[config.mk]
export PLATFORM = sky130hd
export DESIGN_NAME = tdm_demux
export DESIGN_NICKNAME = d
export VERILOG_FILES = /design/src/rtl/tdm_demux.sv
export SDC_FILE = /design/constraint.sdc
export NUM_CORES = 1
export LEC_CHECK = 0
export CORE_AREA = 2 2 39 41
export DETAILED_ROUTE_END_ITERATION = 10
export DIE_AREA = 0 0 41 43
export GPL_TIMING_DRIVEN = 0
export REMOVE_ABC_BUFFERS = 1
export SLEW_MARGIN = 20
export SYNTH_ARGS = -nofsm -noshare
export SYNTH_HDL_FRONTEND = slang
export SYNTH_SLANG_ARGS = --single-unit
[constraint.sdc]
create_clock -name clk -period 2.9 [get_ports clk]
set_clock_uncertainty 0.15 [all_clocks]
set_input_delay 0.58 -clock clk [delete_from_list [all_inputs] [get_ports clk]]
set_output_delay 0.58 -clock clk [all_outputs]
set_load 0.005 [all_outputs]
[src/rtl/tdm_demux.sv]
/*==============================================================================
 * Module   : tdm_demux
 * Function : TDM link receiver. Hunts for frame sync, collects SLOTS slots of
 *            WIDTH bits into a shadow buffer and publishes the whole frame at
 *            once. Optional macro TDM_DEMUX_FRAME_CNT_EN adds an 8-bit
 *            frame counter output.
 * Revision : 1.0  initial release
 *============================================================================*/
`default_nettype none

module tdm_demux #(
    parameter int WIDTH = 1,
    parameter int SLOTS = 2
) (
    input  logic                     clk,
    input  logic                     rst,
    input  logic [WIDTH-1:0]         din,
    input  logic                     din_valid,
    input  logic                     frame_sync,
    output logic [SLOTS*WIDTH-1:0]   dout,
    output logic                     frame_valid,
    output logic                     locked,
`ifdef TDM_DEMUX_FRAME_CNT_EN
    output logic                     sync_err,
    output logic [7:0]               frame_cnt
`else
    output logic                     sync_err
`endif
);

    localparam int            C_CW   = $clog2(SLOTS);
    localparam logic [C_CW-1:0] C_LAST = C_CW'(SLOTS - 1);

    typedef enum logic [0:0] {
        ST_HUNT   = 1'b0,
        ST_LOCKED = 1'b1
    } state_t;

    state_t                   r_state;
    state_t                   w_state_next;
    logic [C_CW-1:0]          r_cnt;
    logic [C_CW-1:0]          w_cnt_next;
    logic [C_CW-1:0]          w_wr_idx;
    logic [SLOTS*WIDTH-1:0]   r_shadow;
    logic [SLOTS*WIDTH-1:0]   w_shadow_next;
    logic [SLOTS*WIDTH-1:0]   r_dout;
    logic                     r_frame_valid;
    logic                     r_sync_err;
    logic                     w_wr_en;
    logic                     w_wr_slot0;
    logic                     w_frame_done;
    logic                     w_err;

    always_comb begin
        w_state_next = r_state;
        w_cnt_next   = r_cnt;
        w_wr_en      = 1'b0;
        w_wr_slot0   = 1'b0;
        w_frame_done = 1'b0;
        w_err        = 1'b0;
        if (din_valid) begin
            case (r_state)
                ST_HUNT: begin
                    if (frame_sync) begin
                        w_wr_en      = 1'b1;
                        w_wr_slot0   = 1'b1;
                        w_cnt_next   = C_CW'(1);
                        w_state_next = ST_LOCKED;
                    end
                end
                ST_LOCKED: begin
                    if (frame_sync) begin
                        // An early sync restarts the frame; the partial one is dropped
                        w_wr_en    = 1'b1;
                        w_wr_slot0 = 1'b1;
                        w_cnt_next = C_CW'(1);
                        w_err      = (r_cnt != '0);
                    end else if (r_cnt == '0) begin
                        w_err        = 1'b1;
                        w_state_next = ST_HUNT;
                    end else begin
                        w_wr_en = 1'b1;
                        if (r_cnt == C_LAST) begin
                            w_frame_done = 1'b1;
                            w_cnt_next   = '0;
                        end else begin
                            w_cnt_next = r_cnt + C_CW'(1);
                        end
                    end
                end
                default: w_state_next = ST_HUNT;
            endcase
        end
    end

    assign w_wr_idx = w_wr_slot0 ? '0 : r_cnt;

    // Shadow image including the current beat, so the last slot reaches dout in the same edge
    for (genvar k = 0; k < SLOTS; k++) begin : g_slot
        assign w_shadow_next[k*WIDTH +: WIDTH] =
            (w_wr_en && (w_wr_idx == C_CW'(k))) ? din : r_shadow[k*WIDTH +: WIDTH];
    end

    always_ff @(posedge clk or posedge rst) begin
        if (rst) begin
            r_state       <= ST_HUNT;
            r_cnt         <= '0;
            r_shadow      <= '0;
            r_dout        <= '0;
            r_frame_valid <= 1'b0;
            r_sync_err    <= 1'b0;
        end else begin
            r_state       <= w_state_next;
            r_cnt         <= w_cnt_next;
            r_shadow      <= w_shadow_next;
            if (w_frame_done) begin
                r_dout <= w_shadow_next;
            end
            r_frame_valid <= w_frame_done;
            r_sync_err    <= w_err;
        end
    end

    assign dout        = r_dout;
    assign frame_valid = r_frame_valid;
    assign locked      = (r_state == ST_LOCKED);
    assign sync_err    = r_sync_err;

`ifdef TDM_DEMUX_FRAME_CNT_EN
    logic [7:0] r_frame_cnt;

    always_ff @(posedge clk or posedge rst) begin
        if (rst) begin
            r_frame_cnt <= 8'd0;
        end else if (w_frame_done) begin
            r_frame_cnt <= r_frame_cnt + 8'd1;
        end
    end

    assign frame_cnt = r_frame_cnt;
`endif

endmodule

`default_nettype wire
==> results.toml, run 1 <==
[status]
status = "complete, no violations"

[worst_setup_path]
cp.arrival_ns = 2.20
path_cells = "clkdlybuf4s50_1 > inv_1 > ha_1 > nand2_1 > o211ai_1 > mux2_4 > mux2_4"
path_class = "in2reg"
required_ns = 2.88
startpoint_type = "primary input"
worstSetupEndpointType = "flop"
cp_max_fo = 5
max_stage_delay_ns = 0.54
path_common_cell = "mux2_4"
crit_buf_inv = 2
cp_slowest_cell = "clkdlybuf4s50_1"
cp_top_family = "buffers and inverters"

[place]
place_inst = 55
dp_hpwl_um = 472
post-place-ws_ns = 0.421
numPortBuffers = 9
gp_congestion = 0.742

[timing]
final_hold_viol_count = 0
maxSlewHeadroom_pct = 77.4
hold_ws_ns = 0.346
fmax_mhz = 450
slew_violations = 0
tightest_slew_ns = 0.336
setup_ws_ns = 0.680
fin_crit_sh_pct = 76.6
setup_tns_ns = 0
fin_crit_ns = 2.22
setup_viol = 0
rsz0062_at_grt = "no"

[clock_network]
cts.clk_slew.worst_paths_ns = 0.05
clock-root-buffer = "clkbuf_4"
cts_tree = "done"
htree_levels = 1
post-cts-setup-buffer-count = 0
cts_hold_buf = 0
post_cts_resized = 0
cts_made_buffers = 3
clkLatencyLatePin_ns = 0.25
clock_sinks = 8
cts.path.max_buffers = 2

[detailed_routing]
drtIter0Drc = 4
drt_first_pass_iters = 4
vias_per_cell = 4.34
vias = 252
wl_per_cell_um = 10.3
wl_um = 599
drt.antenna.violating_nets = 0
remaining_drc_errors = 0

[yosys]
yosys_warnings = 0
ys_seq_area_share_pct = 54.6
syn_avg_cell_area_um2 = 11.8
synth_cells = 31
synth_cell_types = 17
syn-cell-area_um2 = 367
synth_seq_cells = 8

[finish]
n_fill_cell = 149
drive_gt1_share_pct = 16.7
diodes = 0
final_nets = 51
fin_cells = 58
area_delta_synth_final_pct = 34.1
final_common_cell = "clkdlybuf4s50_1"
most-common-layout-cells = "clkdlybuf4s50_1 (9), dfrtp_1 (8), inv_1 (3), clkbuf_4 (3)"

[floorplan]
die_area_mm2 = 0.00176
die_x_um = 41
num_rows = 14
pin_count = 10
dieHeight_um = 43
core_mm2 = 0.00138
start_util_pct = 26.5

[global_route]
grt_util_all_layers_pct = 9.01
grt_pass1_vias = 246
grt_pass1_wl_um = 986
antenna_found_initial = 0
grt_start_max_net_pins = 9
grt_overflow_total = 0

[pwr]
p_comb_share_pct = 31.1
p_sw_mw = 0.0923
p_int_mw = 0.267
p_clk_share_pct = 23.1
pwr-share-seq_pct = 45.8
leakage_nw = 0.226
irDropWorstVdd_mv = 0.188
power_density_mw_per_mm2 = 730
swShare_pct = 25.7

[run]
drv_cap = 0

[min_path]
hold_path_class = "reg2reg"
==> Yosys cell counts <==
cell type	count	area (µm²)
nor2_1	2	7.51
a31oi_1	1	6.26
buf_4	1	7.51
mux2i_1	1	10.0
mux2_2	1	11.3
ha_1	2	25.0
mux2_4	2	30.0
nor2b_1	1	6.26
nand2_1	2	7.51
inv_1	3	11.3
a21oi_1	2	10.0
dfrtp_1	8	200
o211ai_1	1	7.51
nor3_1	1	5.00
a22o_1	1	8.76
nand3_1	1	5.00
and3_2	1	7.51
==> sequential cells by signal, summed over array words and instances (netlist names) <==
| register | cells |
|---|---|
| dout | 2 |
| frame_valid | 1 |
| locked | 1 |
| r_cnt | 1 |
| r_shadow | 2 |
| sync_err | 1 |
==> layout make-up <==
cell class	count	area (µm²)	area share (%)
Multi-Input combinational cell	19	148	30.0
Timing Repair Buffer	9	90.1	18.3
Clock buffer	3	22.5	4.58
Inverter	3	11.3	2.29
Tap cell	16	20.0	4.07
Sequential cell	8	200	40.7
==> power by group through the flow <==
stage | combinational, mW | clock (mW) | sequential (mW)
3_3_place_gp | 0.110 | 0 | 0.167
4_1_cts | 0.113 | 0.0868 | 0.165
5_1_grt | 0.127 | 0.0932 | 0.169
3_5_place_dp | 0.113 | 0 | 0.167
2_1_floorplan | 0.0550 | 0 | 0.166
6_report | 0.112 | 0.0828 | 0.165
==> worst paths after layout <==
path / from / endpoint / slack (ns) / cells after the start
max: frame_sync / dout[0] / 0.68 / 7
min: r_shadow[0] / r_shadow[0] / 0.35 / 1
max reg2reg: r_cnt / dout[0] / 1.18 / 6
min reg2reg: r_shadow[0] / r_shadow[0] / 0.35 / 1
max in group asynchronous: rst / frame_valid / 1.94 / 2
min in group asynchronous: rst / dout[0] / 0.43 / 2
==> stage by stage <==
stage               instance area, µm²  power (mW)  utilization [%]
global route                       492       0.389             35.5
global placement                   469       0.278             33.9
floorplan                          359       0.221                -
finish                             492       0.359             35.5
CTS                                492       0.365             35.5
detailed placement                 469       0.280             33.9
==> cell families (layout without fill, tap and decap cells) <==
group | after synthesis | in the layout | share of synthesized area [%]
AOI/OAI and AO/OA | 5 | 5 | 8.88
adders and majority gates | 2 | 2 | 6.82
buffers and inverters | 4 | 15 | 5.12
DFF | 8 | 8 | 54.6
muxes | 4 | 4 | 14.0
and+or+nand+nor | 8 | 8 | 10.6
==> per-layer routing <==
layer  GRT usage (%)  share of wire, %  vias to the layer above
li1                -                 -                      127
met1            10.2                45                      116
met2            11.6                46                        7
met5               0                 0                        -
met3            4.71               7.8                        2
met4            8.00               1.0                        0
(Power assumes the default switching activity.)
==> inputs of run 2 (changes only) <==
clock period = 1.9 ns   (was 2.9 ns; I/O delays follow)
==> results.toml, run 2 (synthesis results as in run 1) <==
[status]
status = "complete, no violations"

[global_route]
antenna_found_initial = 0
grt_overflow_total = 0
grt_pass1_vias = 246
grt_pass1_wl_um = 986
grt_start_max_net_pins = 9
grt_util_all_layers_pct = 9.01

[timing]
fin_crit_ns = 1.78
fin_crit_sh_pct = 93.8
rsz0062_at_grt = "no"
fmax_mhz = 561
maxSlewHeadroom_pct = 77.4
slew_violations = 0
setup_viol = 0
final_hold_viol_count = 0
setup_ws_ns = 0.118
tightest_slew_ns = 0.336
setup_tns_ns = 0

[pwr]
power_density_mw_per_mm2 = 1120
p_total_mw = 0.547
leakage_nw = 0.228
irDropWorstVdd_mv = 0.287

[detailed_routing]
drt.antenna.violating_nets = 0
wl_um = 600
vias_per_cell = 4.34
vias = 252
drt_first_pass_iters = 4
drtIter0Drc = 4
remaining_drc_errors = 0
wl_per_cell_um = 10.3

[worst_setup_path]
cp_max_fo = 8
required_ns = 1.37
startpoint_type = "flop"
path_cells = "clkdlybuf4s50_1"
path_class = "reg2out"
max_stage_delay_ns = 0.54
worstSetupEndpointType = "output pin"
cp.arrival_ns = 1.25
cp_top_family = "buffers and inverters"
crit_buf_inv = 1
cp_slowest_cell = "clkdlybuf4s50_1"

[clock_network]
cts.clk_slew.worst_paths_ns = 0.05
cts_made_buffers = 3
cts_tree = "done"
clock-root-buffer = "clkbuf_4"
post_cts_resized = 1
post-cts-setup-buffer-count = 0
cts.path.max_buffers = 2
cts_hold_buf = 0
clock_sinks = 8
clkLatencyLatePin_ns = 0.25
htree_levels = 1

[floorplan]
die_x_um = 41
core_mm2 = 0.00138
start_util_pct = 26.5
dieHeight_um = 43
pin_count = 10
num_rows = 14
die_area_mm2 = 0.00176

[place]
dp_hpwl_um = 472
post-place-ws_ns = -0.379
placed_cell_area_um2 = 469
numPortBuffers = 9
gp_congestion = 0.742

[finish]
drive_gt1_share_pct = 16.7
diodes = 0
area_delta_synth_final_pct = 33.8
final_nets = 51
most-common-layout-cells = "dfrtp_1 (8), clkdlybuf4s50_1 (8), inv_1 (3), clkbuf_4 (3)"
stdcell_area_um2 = 490
finish.utilization_pct = 35.4

[run]
drv_cap = 0

[min_path]
hold_path_class = "in2async"
==> run 2: cell count changes in the layout (fill, tap and decap cells not counted), sizes merged <==
cell           before  now
clkdlybuf4s50       9    8
dlygate4sd2         0    1
==> run 2: stage by stage <==
| step | cells | hold WS, ns |
|---|---|---|
| floorplan | 30 | 0.0457 |
| global placement | 55 | 0.340 |
| global route | 58 | 0.247 |
| detailed placement | 55 | 0.344 |
| finish | 58 | 0.226 |
| CTS | 58 | 0.229 |
==> run 2: power breakdown <==
part | switching, mW | total (mW) | internal [mW]
Clock | 0.0543 | 0.126 | 0.0720
Sequential | 0.0301 | 0.251 | 0.221
Combinational | 0.0564 | 0.170 | 0.113
==> run 2: final timing paths <==
kind	start	slack (ns)	end	depth (start not counted)
setup reg to reg	r_cnt	0.18	dout[0]	6
hold / removal	rst	0.23	dout[0]	2
min in group clk	r_shadow[0]	0.35	r_shadow[0]	1
setup / recovery	locked	0.12	locked	1
max in group asynchronous	rst	1.14	frame_valid	2
hold reg to reg	r_shadow[0]	0.35	r_shadow[0]	1
==> run 2: routing by layer <==
metal | share of wire (%) | track usage (%) | vias up
li1 | - | - | 127
met1 | 45 | 10.2 | 116
met2 | 46 | 11.6 | 7
met3 | 7.8 | 4.71 | 2
met4 | 1.0 | 8.00 | 0
met5 | 0 | 0 | -
==> run 2: area by class of cell <==
type                            count  area [µm²]
Clock buffer                        3        22.5
Fill cell                         150         893
Inverter                            3        11.3
Multi-Input combinational cell     19         148
Sequential cell                     8         200
Tap cell                           16        20.0
Timing Repair Buffer                9        88.8
==> inputs of run 3 (changes only) <==
==> constraint.sdc (replaced) <==
create_clock -name clk -period 1.9 [get_ports clk]
set_clock_uncertainty 0.15 [all_clocks]
set_input_delay 0.57 -clock clk [delete_from_list [all_inputs] [get_ports clk]]
set_output_delay 0.57 -clock clk [all_outputs]
set_load 0.005 [all_outputs]
==> results.toml, run 3 (synthesis results as in run 1) <==
[status]
status = "complete, no violations"

[floorplan]
dieHeight_um = 43
core_mm2 = 0.00138
num_rows = 14
die_area_mm2 = 0.00176
die_x_um = 41
pin_count = 10
start_util_pct = 26.5

[finish]
stdcell_area_um2 = 503
final_nets = 52
diodes = 0
area_delta_synth_final_pct = 37.2
most-common-layout-cells = "dfrtp_1 (7), clkdlybuf4s50_1 (7), clkbuf_4 (3)"
n_fill_cell = 147
fin_cells = 59
multi_input_area_um2 = 150
drive_gt1_share_pct = 27.9
regArea_um2 = 201

[global_route]
grt_util_all_layers_pct = 9.11
grt_pass1_vias = 249
grt_start_max_net_pins = 9
grt_overflow_total = 0
antenna_found_initial = 0
grt_pass1_wl_um = 1000

[worst_setup_path]
path_cells = "clkdlybuf4s15_2 > inv_2 > ha_2 > nand2_1 > o211ai_1 > mux2_4 > mux2_4"
required_ns = 1.88
worstSetupEndpointType = "flop"
worst_r2r_path_depth = 5
crit_cells = 7
cp_slowest_cell = "mux2_4"
cp.arrival_ns = 1.81
path_class = "in2reg"
cp_top_family = "multiplexers"
startpoint_type = "primary input"
timing.rr.start = "locked"
crit_buf_inv = 2
cp_max_fo = 5
max_stage_delay_ns = 0.33
path_common_cell = "mux2_4"
crit_start = "frame_sync"

[place]
numPortBuffers = 9
place_inst = 55
post-place-ws_ns = -0.569
gp_congestion = 0.742
placed_cell_area_um2 = 469
dp_hpwl_um = 472

[detailed_routing]
remaining_drc_errors = 0
vias_per_cell = 4.29
drtIter0Drc = 3
vias = 253
drt_first_pass_iters = 4
drt.antenna.violating_nets = 0
wl_per_cell_um = 10.2
wl_um = 600

[timing]
maxSlewHeadroom_pct = 77.7
final_hold_viol_count = 0
rsz0062_at_grt = "no"
fin_crit_sh_pct = 95.9
hold_ws_ns = 0.346
fmax_mhz = 549
setup_viol = 0
slew_violations = 0
setup_tns_ns = 0
fin_crit_ns = 1.82
tightest_slew_ns = 0.332
setup_ws_ns = 0.0785

[min_path]
hold_start = "r_shadow[0]"
hold_depth = 1
hold_path_class = "reg2reg"

[clock_network]
cts_tree = "done"
cts.clk_slew.worst_paths_ns = 0.05
clock_sinks = 8
cts_made_buffers = 3
cts.path.max_buffers = 2
cts_hold_buf = 0
clock-root-buffer = "clkbuf_4"
clkLatencyLatePin_ns = 0.25
htree_levels = 1

[pwr]
power_density_mw_per_mm2 = 1110
irDropWorstVdd_mv = 0.287
leakage_nw = 0.230

[run]
drv_cap = 0
-- run 3: where the power goes --
part           total (mW)  switching (mW)  internal (mW)
Clock               0.126          0.0543         0.0720
Combinational       0.184          0.0648          0.120
Sequential          0.245          0.0232          0.222
Total               0.556           0.142          0.414
-- run 3: area by class of cell --
cell class	count	share of cell area [%]
tap	16	3.98
clock buffer	3	4.48
timing repair buffer	10	19.4
sequential	8	40.0
multi-input combinational	19	29.9
inverter	3	2.24
-- run 3: timing repair --
item / in CTS / in global routing
resized for setup: 5 / 2
setup buffers: 1 / 0
setup endpoints to repair: 5 / 1
-- run 3: stage by stage --
stage / power (mW) / util, %
detailed placement: 0.427 / 33.9
CTS: 0.564 / 36.2
global placement: 0.424 / 33.9
global route: 0.603 / 36.3
finish: 0.556 / 36.3
floorplan: 0.337 / -
-- run 3: worst paths after layout --
check | to | slack (ns)
setup / recovery | dout[0] | 0.08
hold / removal | r_shadow[0] | 0.35
setup reg to reg | dout[0] | 0.15
hold reg to reg | r_shadow[0] | 0.35
max in group asynchronous | locked | 0.94
min in group asynchronous | dout[0] | 0.42
-- run 3: worst reg2reg max path: cells and delay by family (launching register included) --
family                 cells  cell delay, ns
and+or+nand+nor            1            0.12
buffers and inverters      1            0.15
AOI/OAI and AO/OA          1            0.22
muxes                      2            0.59
DFF                        1            0.40
-- run 3: metal layers --
| metal | GRT usage, % | share of wire [%] | wire length [µm] |
|---|---|---|---|
| met5 | 0 | 0 | 0 |
| met4 | 8.00 | 1.0 | 6 |
| met3 | 4.71 | 7.8 | 47 |
| met2 | 11.6 | 45 | 269 |
| met1 | 10.6 | 46 | 277 |
